### config.mk
export PLATFORM = sky130hd
export DESIGN_NAME = demux_4
export DESIGN_NICKNAME = d
export VERILOG_FILES = /design/src/rtl/demux_4.sv
export SDC_FILE = /design/constraint.sdc
export NUM_CORES = 1
export LEC_CHECK = 0
export CAP_MARGIN = 20
export CORE_MARGIN = 10
export CORE_UTILIZATION = 49
export DETAILED_ROUTE_END_ITERATION = 8
export PLACE_DENSITY = 0.95
export SLEW_MARGIN = 25
export SYNTH_ARGS = -nofsm -noshare
export SYNTH_HDL_FRONTEND = slang
export SYNTH_SLANG_ARGS = --single-unit
### constraint.sdc
create_clock -name clk -period 3.7 [get_ports clk]
set_input_delay 0.74 -clock clk [delete_from_list [all_inputs] [get_ports clk]]
set_output_delay 0.74 -clock clk [all_outputs]
set_load 0.02 [all_outputs]
### src/rtl/demux_4.sv
// Registered 1-to-4 demultiplexer: one valid/ready producer steered by `select`
// into four single-entry holding registers, each with its own valid/ready drain.
module demux_4 #(
  parameter int unsigned width = 32
) (
  input  logic             clk,
  input  logic             rst_n,
  input  logic [width-1:0] data_in,
  input  logic [1:0]       select,
  input  logic             in_valid,
  output logic             in_ready,
  output logic [width-1:0] data_0,
  output logic [width-1:0] data_1,
  output logic [width-1:0] data_2,
  output logic [width-1:0] data_3,
  output logic             valid_0,
  output logic             valid_1,
  output logic             valid_2,
  output logic             valid_3,
  input  logic             ready_0,
  input  logic             ready_1,
  input  logic             ready_2,
  input  logic             ready_3,
  output logic [2:0]       occupancy
);

  localparam int unsigned NUM_CH = 4;

  logic [NUM_CH-1:0] valid_q;
  logic [NUM_CH-1:0] valid_d;
  logic [width-1:0]  data_q [NUM_CH];
  logic [width-1:0]  data_d [NUM_CH];

  logic [NUM_CH-1:0] ready_vec_c;
  logic [NUM_CH-1:0] drain_c;
  logic [NUM_CH-1:0] load_c;
  logic              accept_c;

  // Handshake decode: input readiness depends only on the addressed channel.
  always_comb begin
    ready_vec_c = {ready_3, ready_2, ready_1, ready_0};
    in_ready    = !valid_q[select] | ready_vec_c[select];
    accept_c    = in_valid & in_ready;
    drain_c     = valid_q & ready_vec_c;
    load_c      = accept_c ? (NUM_CH'(1) << select) : '0;
  end

  // Next state per channel: a load wins over a same-cycle drain; drains keep data.
  always_comb begin
    valid_d = valid_q;
    data_d  = data_q;
    for (int i = 0; i < NUM_CH; i++) begin
      if (load_c[i]) begin
        data_d[i]  = data_in;
        valid_d[i] = 1'b1;
      end else if (drain_c[i]) begin
        valid_d[i] = 1'b0;
      end
    end
  end

  // Holding registers with asynchronous clear.
  always_ff @(posedge clk or negedge rst_n) begin
    if (!rst_n) begin
      valid_q <= '0;
      for (int i = 0; i < NUM_CH; i++) begin
        data_q[i] <= '0;
      end
    end else begin
      valid_q <= valid_d;
      for (int i = 0; i < NUM_CH; i++) begin
        data_q[i] <= data_d[i];
      end
    end
  end

  // Output mapping and occupancy count from the registered valids.
  always_comb begin
    data_0    = data_q[0];
    data_1    = data_q[1];
    data_2    = data_q[2];
    data_3    = data_q[3];
    valid_0   = valid_q[0];
    valid_1   = valid_q[1];
    valid_2   = valid_q[2];
    valid_3   = valid_q[3];
    occupancy = 3'(valid_q[0]) + 3'(valid_q[1]) + 3'(valid_q[2]) + 3'(valid_q[3]);
  end

endmodule

==> results by group, run 1 <==
Synthesis
  • Syn Nets: ~340
  • Sequential element share of the synthesized area: between 60 and 70%
  • Largest family of logic cells by synthesized area: multiplexers
  • Mux contribution to synthesized area: between 30% and 40%
  • Post-synthesis simple-gate area fraction: ~1.8%
  • Post-synth EDFFs: 0
  • Post-synth ARST share: between 90% and 100%
  • Top FF cell, synth: dfrtp_1
  • Post-synth design cell area: between 0.005 and 0.006 sq mm
  • Netlist cell types: 18
  • Synth Area in XOR/XNOR: 0%
  • Synth Area in Adders: less than 1%
  • Cell count after synthesis: 298
  • Synth Register Bits: roughly 130
  • Yosys Warn Count: 0
  • Synth Area in Compound Gates: less than 1%
  • Mean Syn Cell Area: about 18 sq um

Floorplanning
  • Core area: between 0.01 and 0.015 sq mm
  • Die Area: 0.0153 sq mm
  • Die Ht: about 120 um
  • Starting density of the core: 50.6%
  • Cell Rows: 37
  • Io pins: 177
  • Chip width: between 100 and 150 um

STA
  • Slew Limit Fails: 0
  • Final hold viol count: 0
  • Min Tclk post-route: about 3.3 ns
  • Max frequency: about 300 MHz
  • Worst setup margin: around 0.38 ns
  • Worst slew pin tran: 0.815 ns
  • Worst Skew: about 0.0076 ns
  • Period Utilization, post-route: 89.7%
  • Final setup vio count: 0
  • Slew margin rel.: between 40% and 50%
  • RSZ-0062 raised after global routing: false
  • Total negative slack: 0 ns

Routing
  • ANT nets after route: 0
  • Drt total wl: between 10 and 15 mm
  • Initial drt markers: approximately 180
  • Wire per inst: 22.2 um
  • Met3 routed WL: 1.10 mm
  • Met2 routed WL: approximately 7.5 mm
  • DRT Pass-1 Iters: 4
  • Via count: roughly 3,200
  • Highest metal used: met4
  • # DRC: 0
  • Vias/cell: around 5.1
  • Met1 wire length: ~5.1 mm

Worst hold path
  • Hold Crit Class: input port to async pin

Final layout
  • Final cell count without fillers: between 600 and 700
  • Layout cells sized above 1: 33.7%
  • P&R area growth vs syn: 47.1%
  • Final nets: between 500 and 600
  • Diode count: 0
  • Commonest non-fill, non-tap cell in the layout: clkdlybuf4s50_1
  • Commonest cells after routing, fill and taps aside: clkdlybuf4s50_1, dfrtp_1, mux2_2
  • Layout fillers: approximately 650

Pwr
  • Leakage: 3.34 nW
  • Internal: 3.69 mW
  • Switching Share: ~29%
  • Combinational fraction of design power: a little under a third
  • Seq pwr share: 37.1%
  • NetSw: around 1.5 mW
  • Clock power frac: between 30% and 40%
  • PwrDens: 670 mW/mm^2
  • Maximum vdd drop: 0.416 mV

Clocking
  • Clk buf depth: 2
  • Postcts setup bufs: 0
  • Clk_lat worst skew: approximately 0.52 ns
  • TritonCTS clock tree: done
  • CTS Hold Bufs: 0
  • Clock Tree Root: clkbuf_8
  • TritonCTS Buffers: 17
  • Clock Pin Slew Worst Setup and Hold Paths: around 0.06 ns
  • Cts repair resizes: 0
  • # clock sinks: ~130
  • CTS H-tree depth: 4

Global route
  • Global-route usage over all layers: between 10% and 20%
  • Initial antenna violation count: 0
  • Total grt overflow: 0
  • First-pass GRT wire length: 21.6 mm
  • Vias in the first global route: 3,728
  • Largest net degree at the start of global routing: 65

Placed design
  • GP Congestion: 0.727
  • Worst slack, placed: roughly 0.4 ns
  • Port Buf Inserts: around 180
  • Placed Instances: 603
  • Dpl hpwl: between 10 and 15 mm

Critical path
  • CP Capture Type: output pin
  • Max incr delay on CP: 0.60 ns
  • CP Max Fanout: 3
  • Critical path type: flop to output pin
  • Worst setup path start: valid_q[0]
  • Worst EP arrival: 2.58 ns
  • Crit-path slowest cell: clkdlybuf4s50_1
  • Reg2reg path depth: 4
  • Crit-path cells: inv_1, fa_1, inv_1, ha_1, ha_1, clkdlybuf4s50_1
  • Reg-to-reg startpoint: valid_q[2]
  • Required time worst endpoint: around 3.0 ns
  • Worst reg2reg path endpoint: data_2[22]
  • Setup crit end: occupancy[1]
  • CP Launch Type: flop
  • R2R Setup Slk: between 1.5 and 2 ns

Run
  • Max-Cap Viols: 0

Run status
  • Status: complete, no violations
through the flow:
| stage | hold WS, ns | power (mW) | util [%] | instance area [sq um] |
|---|---|---|---|---|
| 2_1_floorplan | 0.444 | 2.68 | - | 5270 |
| 3_5_place_dp | 0.483 | 3.54 | 68.6 | 7140 |
| 6_report | 0.308 | 5.19 | 74.4 | 7750 |
| 3_3_place_gp | 0.471 | 3.48 | 68.6 | 7140 |
| 5_1_grt | 0.371 | 5.40 | 74.4 | 7750 |
| 4_1_cts | 0.320 | 5.26 | 74.4 | 7750 |
layer usage:
layer,track usage (%),vias to the layer above
met5,0,-
met4,10.4,0
met3,6.11,24
met2,32.6,110
met1,19.7,1657
li1,-,1430
area by class of cell:
class,count,area [sq um],share of cell area [%]
flip-flops and latches,132,3300,42.6
repair buffers,183,1860,24.0
multi-input cells,147,1790,23.1
clock buffers,23,477,6.15
well taps,136,170,2.20
clock inverters,9,125,1.62
inverters,5,18.8,0.242
power by group through the flow:
stage / combinational [mW] / clock, mW / sequential, mW
after floorplan: 0.387 / 0 / 2.30
after global placement: 1.57 / 0 / 1.92
after detailed placement: 1.60 / 0 / 1.94
after CTS: 1.61 / 1.72 / 1.92
after global routing: 1.66 / 1.78 / 1.96
final: 1.58 / 1.68 / 1.92
worst min-delay path by stage:
stage	endpoint	cells after the start	slack, ns	startpoint
final	data_0[30]	1	0.31	rst_n
after CTS	data_1[4]	1	0.32	rst_n
after global routing	data_3[30]	1	0.37	rst_n
after global placement	data_2[28]	1	0.47	data_2[28]
after detailed placement	data_2[30]	1	0.48	data_2[30]
after floorplan	data_0[0]	0	0.44	rst_n
kinds of logic after synthesis:
| logic type | Yosys count |
|---|---|
| AOI/OAI and AO/OA | 2 |
| muxes | 129 |
| adders and majority gates | 3 |
| DFF | 132 |
| buffers and inverters | 19 |
| and+or+nand+nor | 13 |
sequential cells by signal, summed over array words and instances (netlist names):
signal	flops
data_1	32
valid_q	4
data_0	32
data_2	32
data_3	32
cells in the mapped netlist (all sizes together) (2+ instances only):
cell type,instances,share of area (%)
dfrtp,132,63
mux2,128,31
buf,14,3.0
inv,5,0.36
nand2,4,0.28
nand2b,4,0.47
ha,2,0.47
worst max-delay path, delay by kind of cell, from the launching register on:
kind                       cells  cell delay [ns]
adders and majority gates      3             0.97
buffers and inverters          3             0.71
DFF                            1             0.37
No activity file was read; power rests on OpenSTA's default activity.
==> run 2: changes to the inputs <==
--- a/config.mk
+++ b/config.mk
@@ -8,6 +8,7 @@
 export CAP_MARGIN = 20
 export CORE_MARGIN = 10
 export CORE_UTILIZATION = 49
+export CTS_CLUSTER_DIAMETER = 30
 export DETAILED_ROUTE_END_ITERATION = 8
 export PLACE_DENSITY = 0.95
 export SLEW_MARGIN = 25
==> results of run 2 <==
The final DEF is identical to that of run 1; final timing and power are the same.
